--- src/rtl/hdmi_video_sequencer_if.sv ---
// hdmi_video_sequencer_if: pixel sources, timing and control into the sequencer, encoder-side pixel/timing out
// master drives pll_lock, key_n, hsync_in, vsync_in, active_in and src0..3_rgb;
// slave (the sequencer) drives rgb_out, hsync_out, vsync_out, active_out, src_sel and video_en.
interface hdmi_video_sequencer_if;
  logic pll_lock, key_n, hsync_in, vsync_in, active_in;
  logic [23:0] src0_rgb, src1_rgb, src2_rgb, src3_rgb;
  logic [23:0] rgb_out;
  logic hsync_out, vsync_out, active_out, video_en;
  logic [1:0] src_sel;
  modport master(
    output pll_lock, key_n, hsync_in, vsync_in, active_in, src0_rgb, src1_rgb, src2_rgb, src3_rgb,
    input rgb_out, hsync_out, vsync_out, active_out, src_sel, video_en
  );
  modport slave(
    input pll_lock, key_n, hsync_in, vsync_in, active_in, src0_rgb, src1_rgb, src2_rgb, src3_rgb,
    output rgb_out, hsync_out, vsync_out, active_out, src_sel, video_en
  );
endinterface

--- src/rtl/hdmi_video_sequencer.sv ---
// hdmi_video_sequencer: mutes video until PLL lock + MUTE_FRAMES, forwards one of four RGB sources with aligned syncs
// Ports: pixel_clock (all logic on rising edge), reset (async, active-high),
//   vid (slave modport): pll_lock/key_n async inputs, hsync/vsync/active_in timing, src0..3_rgb pixels in;
//   rgb_out, hsync/vsync/active_out (one-cycle latency), src_sel, video_en out.
// Optional build macro HDMI_SEQ_AUTOCYCLE_EN: advance the source automatically every AUTO_FRAMES frames in RUN.
module hdmi_video_sequencer #(
  parameter int MUTE_FRAMES = 2,
  parameter int DEBOUNCE_CYCLES = 250000,
  parameter int AUTO_FRAMES = 600
) (
  input logic pixel_clock,
  input logic reset,
  hdmi_video_sequencer_if.slave vid
);
  localparam int DW = $clog2(DEBOUNCE_CYCLES);
  typedef enum logic [1:0] {WAIT_LOCK, MUTE, RUN, SWITCH} state_t;
  state_t state;
  logic lock_meta, lock_sync, key_meta, key_sync, key_deb, key_deb_d, vs_prev, pending;
  logic [DW-1:0] deb_cnt;
  logic [3:0] frame_cnt;
  logic [1:0] sel;
  logic fe, press;
  logic [23:0] src_pix;
  assign fe = vid.vsync_in & ~vs_prev;
  assign press = key_deb_d & ~key_deb;
  assign src_pix = sel[1] ? (sel[0] ? vid.src3_rgb : vid.src2_rgb) : (sel[0] ? vid.src1_rgb : vid.src0_rgb);
  assign vid.src_sel = sel;
`ifdef HDMI_SEQ_AUTOCYCLE_EN
  localparam int AW = $clog2(AUTO_FRAMES + 1);
  logic [AW-1:0] auto_cnt;
  logic auto_hit;
  // a press in the same cycle wins: it clears the counter and queues its own switch
  assign auto_hit = fe & ~pending & ~press & (auto_cnt == AW'(AUTO_FRAMES - 1));
`endif
  // key levels reset to the released (high) level so leaving reset never looks like a press
  always_ff @(posedge pixel_clock or posedge reset)
    if (reset) begin
      lock_meta <= 1'b0;
      lock_sync <= 1'b0;
      key_meta <= 1'b1;
      key_sync <= 1'b1;
      key_deb <= 1'b1;
      key_deb_d <= 1'b1;
      deb_cnt <= '0;
      vs_prev <= 1'b0;
    end else begin
      lock_meta <= vid.pll_lock;
      lock_sync <= lock_meta;
      key_meta <= vid.key_n;
      key_sync <= key_meta;
      key_deb_d <= key_deb;
      vs_prev <= vid.vsync_in;
      // count only while the key disagrees with the accepted level; any bounce back restarts it
      if (key_sync == key_deb) deb_cnt <= '0;
      else if (deb_cnt == DW'(DEBOUNCE_CYCLES - 1)) begin
        key_deb <= key_sync;
        deb_cnt <= '0;
      end else deb_cnt <= deb_cnt + 1'b1;
    end
  always_ff @(posedge pixel_clock or posedge reset)
    if (reset) begin
      state <= WAIT_LOCK;
      pending <= 1'b0;
      sel <= 2'd0;
      frame_cnt <= '0;
`ifdef HDMI_SEQ_AUTOCYCLE_EN
      auto_cnt <= '0;
`endif
    end else if (!lock_sync) begin
      state <= WAIT_LOCK;
      pending <= 1'b0;
    end else begin
`ifdef HDMI_SEQ_AUTOCYCLE_EN
      // held at zero outside RUN so every entry into RUN starts a fresh count
      if (state != RUN) auto_cnt <= '0;
`endif
      case (state)
        WAIT_LOCK: begin
          frame_cnt <= '0;
          state <= MUTE;
        end
        MUTE: if (fe) begin
          frame_cnt <= frame_cnt + 1'b1;
          if (frame_cnt == 4'(MUTE_FRAMES - 1)) state <= RUN;
        end
        RUN: if (fe && pending) begin
          pending <= 1'b0;
          sel <= sel + 1'b1;
          state <= SWITCH;
        end
`ifdef HDMI_SEQ_AUTOCYCLE_EN
        else if (auto_hit) begin
          sel <= sel + 1'b1;
          state <= SWITCH;
        end else begin
          if (press) pending <= 1'b1;
          if (press) auto_cnt <= '0;
          else if (fe) auto_cnt <= auto_cnt + 1'b1;
        end
`else
        else if (press) pending <= 1'b1;
`endif
        default: if (fe) state <= RUN;
      endcase
    end
  // pixel and syncs share one register stage, so they stay exactly aligned
  always_ff @(posedge pixel_clock or posedge reset)
    if (reset) begin
      vid.rgb_out <= '0;
      vid.hsync_out <= 1'b0;
      vid.vsync_out <= 1'b0;
      vid.active_out <= 1'b0;
      vid.video_en <= 1'b0;
    end else begin
      vid.rgb_out <= (state == RUN && vid.active_in) ? src_pix : 24'h000000;
      vid.hsync_out <= vid.hsync_in;
      vid.vsync_out <= vid.vsync_in;
      vid.active_out <= vid.active_in;
      vid.video_en <= state == RUN;
    end
endmodule

--- src/flat_wrapper.sv ---
// flat-port wrapper written by rule: the top's interface ports become plain ports
module hdmi_video_sequencer_flat 
#(
  parameter int MUTE_FRAMES = 2,
  parameter int DEBOUNCE_CYCLES = 250000,
  parameter int AUTO_FRAMES = 600
)
  (pixel_clock, reset, vid_pll_lock, vid_key_n, vid_hsync_in, vid_vsync_in, vid_active_in, vid_src0_rgb, vid_src1_rgb, vid_src2_rgb, vid_src3_rgb, vid_rgb_out, vid_hsync_out, vid_vsync_out, vid_active_out, vid_src_sel, vid_video_en);
  hdmi_video_sequencer_if vid_i ();
  input logic pixel_clock;
  input logic reset;
  input wire logic [$bits(vid_i.pll_lock)-1:0] vid_pll_lock;
  input wire logic [$bits(vid_i.key_n)-1:0] vid_key_n;
  input wire logic [$bits(vid_i.hsync_in)-1:0] vid_hsync_in;
  input wire logic [$bits(vid_i.vsync_in)-1:0] vid_vsync_in;
  input wire logic [$bits(vid_i.active_in)-1:0] vid_active_in;
  input wire logic [$bits(vid_i.src0_rgb)-1:0] vid_src0_rgb;
  input wire logic [$bits(vid_i.src1_rgb)-1:0] vid_src1_rgb;
  input wire logic [$bits(vid_i.src2_rgb)-1:0] vid_src2_rgb;
  input wire logic [$bits(vid_i.src3_rgb)-1:0] vid_src3_rgb;
  output wire logic [$bits(vid_i.rgb_out)-1:0] vid_rgb_out;
  output wire logic [$bits(vid_i.hsync_out)-1:0] vid_hsync_out;
  output wire logic [$bits(vid_i.vsync_out)-1:0] vid_vsync_out;
  output wire logic [$bits(vid_i.active_out)-1:0] vid_active_out;
  output wire logic [$bits(vid_i.src_sel)-1:0] vid_src_sel;
  output wire logic [$bits(vid_i.video_en)-1:0] vid_video_en;
  assign vid_i.pll_lock = vid_pll_lock;
  assign vid_i.key_n = vid_key_n;
  assign vid_i.hsync_in = vid_hsync_in;
  assign vid_i.vsync_in = vid_vsync_in;
  assign vid_i.active_in = vid_active_in;
  assign vid_i.src0_rgb = vid_src0_rgb;
  assign vid_i.src1_rgb = vid_src1_rgb;
  assign vid_i.src2_rgb = vid_src2_rgb;
  assign vid_i.src3_rgb = vid_src3_rgb;
  assign vid_rgb_out = vid_i.rgb_out;
  assign vid_hsync_out = vid_i.hsync_out;
  assign vid_vsync_out = vid_i.vsync_out;
  assign vid_active_out = vid_i.active_out;
  assign vid_src_sel = vid_i.src_sel;
  assign vid_video_en = vid_i.video_en;
  hdmi_video_sequencer #(.MUTE_FRAMES(MUTE_FRAMES), .DEBOUNCE_CYCLES(DEBOUNCE_CYCLES), .AUTO_FRAMES(AUTO_FRAMES)) u_core (.pixel_clock(pixel_clock), .reset(reset), .vid(vid_i));
endmodule
--- config.mk ---
export PLATFORM = sky130hd
export DESIGN_NAME = hdmi_video_sequencer_flat
export DESIGN_NICKNAME = d
export VERILOG_FILES = /design/src/rtl/hdmi_video_sequencer_if.sv /design/src/rtl/hdmi_video_sequencer.sv /design/src/flat_wrapper.sv
export SDC_FILE = /design/constraint.sdc
export NUM_CORES = 1
export LEC_CHECK = 0
export ABC_CLOCK_PERIOD_IN_PS = 2300
export CORE_MARGIN = 3
export CORE_UTILIZATION = 45
export DETAILED_ROUTE_END_ITERATION = 7
export DONT_BUFFER_PORTS = 1
export SLEW_MARGIN = 20
export SYNTH_ARGS = -nofsm -noshare
export SYNTH_HDL_FRONTEND = slang
export SYNTH_SLANG_ARGS = --single-unit
--- constraint.sdc ---
create_clock -name pixel_clock -period 2.3 [get_ports pixel_clock]
set_input_delay 0.69 -clock pixel_clock [delete_from_list [all_inputs] [get_ports pixel_clock]]
set_output_delay 0.69 -clock pixel_clock [all_outputs]
set_load 0.05 [all_outputs]
======== Word level (Yosys, flattened, before mapping) ========
Index checks and enable logic that the tools add are counted.
cells by class
  equal/unequal tests ..................... 12
  shift-type cells ........................ 0
  div/mod/pow operators ................... 0
  add/subtract/negate cells ............... 3
  bitwise operators ....................... 5
  multiplexer cells ....................... 18
  reduce and logical (&&, ||, !) cells .... 9
  order comparisons ....................... 0
  multiply operators ...................... 0
operators with widths
  cell                                                    count
  two-way mux 24 bit                                      4
  two-way mux 18 bit                                      2
  adder 18 x 1 -> 18 bit (second input constant)          1
  equality test 18 bit (second input constant)            1
  inequality test 3 bit (second input constant)           4
  two-way mux 2 bit                                       5
  case mux 4 bit (2 select lines)                         1
  case mux 2 bit (3 select lines)                         1
  AND reduction 3 bit                                     2
  adder 4 x 1 -> 4 bit (second input constant)            1
  equality test 4 x 1 -> 1 bit (second input constant)    1
  two-way mux 1 bit                                       4
  two-way mux 4 bit                                       1
  inequality test 4 bit (second input constant)           1
  AND reduction 2 bit                                     2
  AND reduction 4 bit                                     1
  NOT 1 bit                                               3
  adder 2 x 1 -> 2 bit (second input constant)            1
  bitwise AND 1 bit                                       2
  equality test 2 x 1 -> 1 bit (second input constant)    1
  equality test 2 bit (second input constant)             1
  logical AND 1 bit                                       2
  zero test 2 bit                                         1
  inequality test 2 x 1 -> 1 bit (second input constant)  1
  3 further kinds                                         3
storage, ports and cells
  word-level logic and storage cells ...... 63
  bits in read-only memories .............. 0
  memories kept ........................... 0
  latch bits .............................. 0
  RAM bits ................................ 0
  flip-flop bits (word level) ............. 61

======== Depth between registers and ports, before layout ========
  depth in word-level cells ............... 6
  gate-level depth with buffers ........... 6

======== Least setup slack after synthesis ========
Ideal clock, no wire load.
  path kind ............................... register to register
  from .................................... reg u_core.sel[0] (netlist: u_core.vid.src_sel[0])
  to ...................................... reg u_core.vid.rgb_out[10]
  period minus slack after synthesis ...... 2.055 ns
  path buffers ............................ 2
  data required time ...................... 2.180 ns
  path slack .............................. 0.245 ns
  cell stages (with the launch flop) ...... 5
  arrival time ............................ 1.935 ns
  path through ............................ dfrtp_1 buf_2 buf_2 mux4_2 and3_1
on the way
  longest elaborated chain between the ends .. 3
RTL lines
  item                    RTL line                       RTL
  from (decl)             hdmi_video_sequencer.sv:21     logic [1:0] sel;
  from (signal assigned)  hdmi_video_sequencer.sv:88     sel <= sel + 1'b1;
  two-way mux 24 bit      hdmi_video_sequencer.sv:26     assign src_pix = sel[1] ? (sel[0] ? vid.src3_rgb : vid.src2_rgb) : (sel[0] ? vid.src1_rgb : vid.src0_rgb);
  two-way mux 24 bit *    hdmi_video_sequencer.sv:26
  two-way mux 24 bit *    hdmi_video_sequencer.sv:115    vid.rgb_out <= (state == RUN && vid.active_in) ? src_pix : 24'h000000;
  to (signal assigned)    hdmi_video_sequencer.sv:115
  to (decl)               hdmi_video_sequencer_if.sv:16  output rgb_out, hsync_out, vsync_out, active_out, src_sel, video_en
Every way passes the cells marked *; elsewhere a longest branch is shown, timed or not.
A chain may end at the register's enable or synchronous reset.

======== Worst setup path after layout ========
  from .................................... reg u_core.deb_cnt[9]
  to ...................................... reg u_core.deb_cnt[5]
on the way
  longest elaborated chain between the ends .. 3
RTL lines
  item                    RTL line                    RTL
  from (decl)             hdmi_video_sequencer.sv:19  logic [DW-1:0] deb_cnt;
  from (signal assigned)  hdmi_video_sequencer.sv:58  end else deb_cnt <= deb_cnt + 1'b1;
  equality test 18 bit    hdmi_video_sequencer.sv:55  else if (deb_cnt == DW'(DEBOUNCE_CYCLES - 1)) begin
  two-way mux 18 bit      hdmi_video_sequencer.sv:55
  two-way mux 18 bit      hdmi_video_sequencer.sv:54  if (key_sync == key_deb) deb_cnt <= '0;
No other way between the ends.

==> metrics.md <==
| Metric | Value |
|---|---|
| CTS sink cnt | `just over 60` |
| Peak supply drop | `0.454 mV` |
| Die ar. | `7760 um^2` |
| Crit path cell chain | `nor4_2 -> nand4_2 -> o41ai_4 -> buf_4 -> nor2_1` |
| #FFs+latches synth | `61` |
| Max-cap violations | `0` |
| Clk_lat worst skew | `approximately 0.33 ns` |
| Clock Path Buffers | `2` |
| Final period util | `0.777` |
| DR vias | `1884` |
| Final WL | `approximately 6400 um` |
| Syn. warnings | `0` |
| Sequential share of the synthesized area | `0.505` |
| GR Overflow Total | `0` |
| PD cells | `672 nW/um^2` |
| Fill count | `553` |
| Share of cells above drive strength 1 | `0.287` |
| Hold Crit Class | `in -> async` |
| Clock transition at path regs | `0.07 ns` |
| Fin area | `3360 um^2` |
| Pre-antenna DRT Iters | `4` |
| Synth area leader | `dfrtp_1` |
| Diode count | `0` |
| Final Hold Viols | `0` |
| Clk_skew | `approximately 0.009 ns` |
| Post-CTS Setup Repair Bufs | `0` |
| Gpl congestion | `0.744` |
| DRT iter0 DRCs | `71` |
| TritonCTS clock tree | `yes` |
| Hold buffers post-CTS | `0` |
| Area grow syn2layout | `10.8%` |
| Worst Path Required | `between 2 and 3 ns` |
| Initial antenna violation count | `0` |
| Post-CTS sizing | `0` |
| HPWL after DPL | `4850 um` |
| RSZ-0062 raised after global routing | `no` |
| Cells after synthesis | `233` |
| Worst path slowest cell | `dfrtp_1` |
| Critical path fanouts, max | `14` |
| Critical Path Max Stage Delay | `0.42 ns` |
| Syn nets | `about 340` |
| F_max | `between 500 and 600 MHz` |
| Num CTS Buffers | `9` |
| Initial core utilization | `0.470` |
| Critical path class | `reg -> reg` |
| Cell variety after synth | `41` |
| Multi-input logic area | `~1400 um^2` |
| Final setup fails | `0` |
| Final min period | `1.79 ns` |
| Outcome | `finished clean` |
| Cell Rows | `29` |
| Slew @ Worst Pin | `0.497 ns` |
| Per-cell routed wire length | `between 15 and 20 um` |
| Max-slew headroom | `0.669` |
| Critical path buffer and inverter count | `1` |
| Remaining DRCs | `0` |
| Crit end category | `flop` |
| Delay-heaviest family, CP | `simple AND/OR/NAND/NOR gates` |
| Reg area | `around 1500 um^2` |
| Final net count | `~350` |
| Final Slew Violations | `0` |
| Die Wd | `about 88 um` |
| Count of input and output buffers | `0` |
| Synth top area cells | `dfrtp_1 47%, mux4_2 18%, and3_1 4.9%, xnor2_1 4.3%, dfstp_2 3.5%` |
| Post-DP Area | `~3100 um^2` |
| Total global-route track usage | `0.178` |
| Vias in the first global route | `a little under 2000` |
| Leak | `around 0.0014 uW` |
| Critical path data arrival time | `~2 ns` |
| Core area | `6460 um^2` |
| Mapped Area | `approximately 3000 um^2` |
| Startpoint Class | `flop` |
| Root buffer cell | `clkbuf_8` |
| Final ANT Viol Nets | `0` |
| I/O pins | `roughly 130` |
| Yosys top cell area share | `0.470` |
| Total negative slack | `0 ns` |
| H-tree Lvls | `3` |
| Avg Cell Area, Syn | `approximately 13 um^2` |
| DR vias/cell | `between 5 and 6` |
| Die height | `between 80 and 90 um` |
| Largest net degree at the start of global routing | `35` |
| First-pass GRT wire length | `slightly above 10000 um` |
[flip-flops by register name, summed over array words and instances (netlist names)]
name	cells
u_core.vid.rgb_out	24
u_core.deb_cnt	18
u_core.frame_cnt	4
u_core.state	2
u_core.vid.src_sel	2
u_core.key_deb	1
u_core.key_deb_d	1
u_core.key_meta	1
u_core.key_sync	1
u_core.lock_meta	1
u_core.lock_sync	1
u_core.pending	1
u_core.vid.active_out	1
u_core.vid.hsync_out	1
u_core.vid.video_en	1
u_core.vs_prev	1
[final timing paths]
check	from	end	slack (ns)	cells past startpoint
max	u_core.deb_cnt[9]	u_core.deb_cnt[5]	0.51	5
min reg2reg	u_core.lock_meta	u_core.lock_sync	0.35	0
max in group asynchronous	reset	u_core.vid.src_sel[0]	1.64	2
min	reset	u_core.frame_cnt[1]	0.31	2
min in group pixel_clock	u_core.lock_meta	u_core.lock_sync	0.35	0
max reg2reg	u_core.deb_cnt[9]	u_core.deb_cnt[5]	0.51	5
[logic make-up (layout without fill, tap and decap cells)]
family | Yosys count | in the layout | synth area share
compound gates | 12 | 12 | 0.0326
xor+xnor | 18 | 18 | 0.0520
fa+ha+maj | 3 | 3 | 0.0124
buf+inv | 19 | 30 | 0.0272
flops | 61 | 61 | 0.505
mux | 28 | 28 | 0.193
simple gates | 92 | 92 | 0.179
[layout by cell type (no fill, tap or decap), drive strengths merged, types with 2 or more instances in the layout]
cell and count:
clkbuf 12, inv 6, nor3 4, or3 2, nand3 6, ha 3
nand4 6, nand2b 2, bufinv 2, a21oi 3, nor4 8, o21ai 2
and3 24, xor2 3, dfrtp 57, nor2 23, a22o 2, xnor2 15
nor2b 4, nand2 8, mux4 24, dfstp 4, mux2 3, buf 8
[area by class of cell]
type,instances,area share
clock buffer,12,0.0432
clock inverter,4,0.0216
inverter,6,0.00670
multi-input combinational,153,0.422
sequential,61,0.456
tap,77,0.0287
timing repair buffer,8,0.0216
[Yosys cell counts]
cell type / instances
clkbuf_1: 8
o21ai_0: 2
or3_1: 2
mux4_2: 24
nand4_1: 4
dfrtp_1: 57
inv_1: 6
xor2_1: 3
a32oi_1: 1
a22o_1: 2
nand2_1: 8
nor4_2: 1
o22ai_1: 1
mux2i_1: 1
nor3b_1: 1
buf_6: 1
mux2_1: 1
nand4_2: 2
nor4_1: 7
a21oi_1: 3
nor2b_1: 4
nand3_1: 5
and3_1: 24
nor2_2: 10
o21a_1: 1
nand3b_1: 1
nor2_1: 13
or2_2: 1
xnor2_1: 15
and4_1: 1
ha_1: 3
buf_2: 3
o41ai_4: 1
dfstp_2: 4
nor3_1: 4
nand3_2: 1
nand2b_1: 2
nand4b_1: 1
mux2_2: 2
buf_1: 1
a31oi_1: 1
[routing by layer]
layer	global-route usage	wire length, um	vias up
met2	0.269	3230	81
met4	0.0742	105	0
li1	-	-	868
met1	0.233	2450	926
met5	0	0	-
met3	0.0677	574	9
[power by group]
part | switching (uW) | leakage [uW] | total [uW] | internal (uW)
Clock | 397 | 0.000107 | 1040 | 639
Sequential | 32.8 | 0.000819 | 1120 | 1090
Combinational | 47.5 | 0.000515 | 98.3 | 50.9
[through the flow]
step	util	hold WS (ns)	power, uW	cells	worst slack, ns
after global placement	0.487	0.332	1240	305	0.524
after CTS	0.521	0.312	2300	321	0.489
after global routing	0.521	0.329	2360	321	0.416
after detailed placement	0.487	0.335	1250	305	0.482
final	0.521	0.309	2260	321	0.512
after floorplan	-	0.331	1230	233	0.104
No activity file was read; power rests on OpenSTA's default activity.
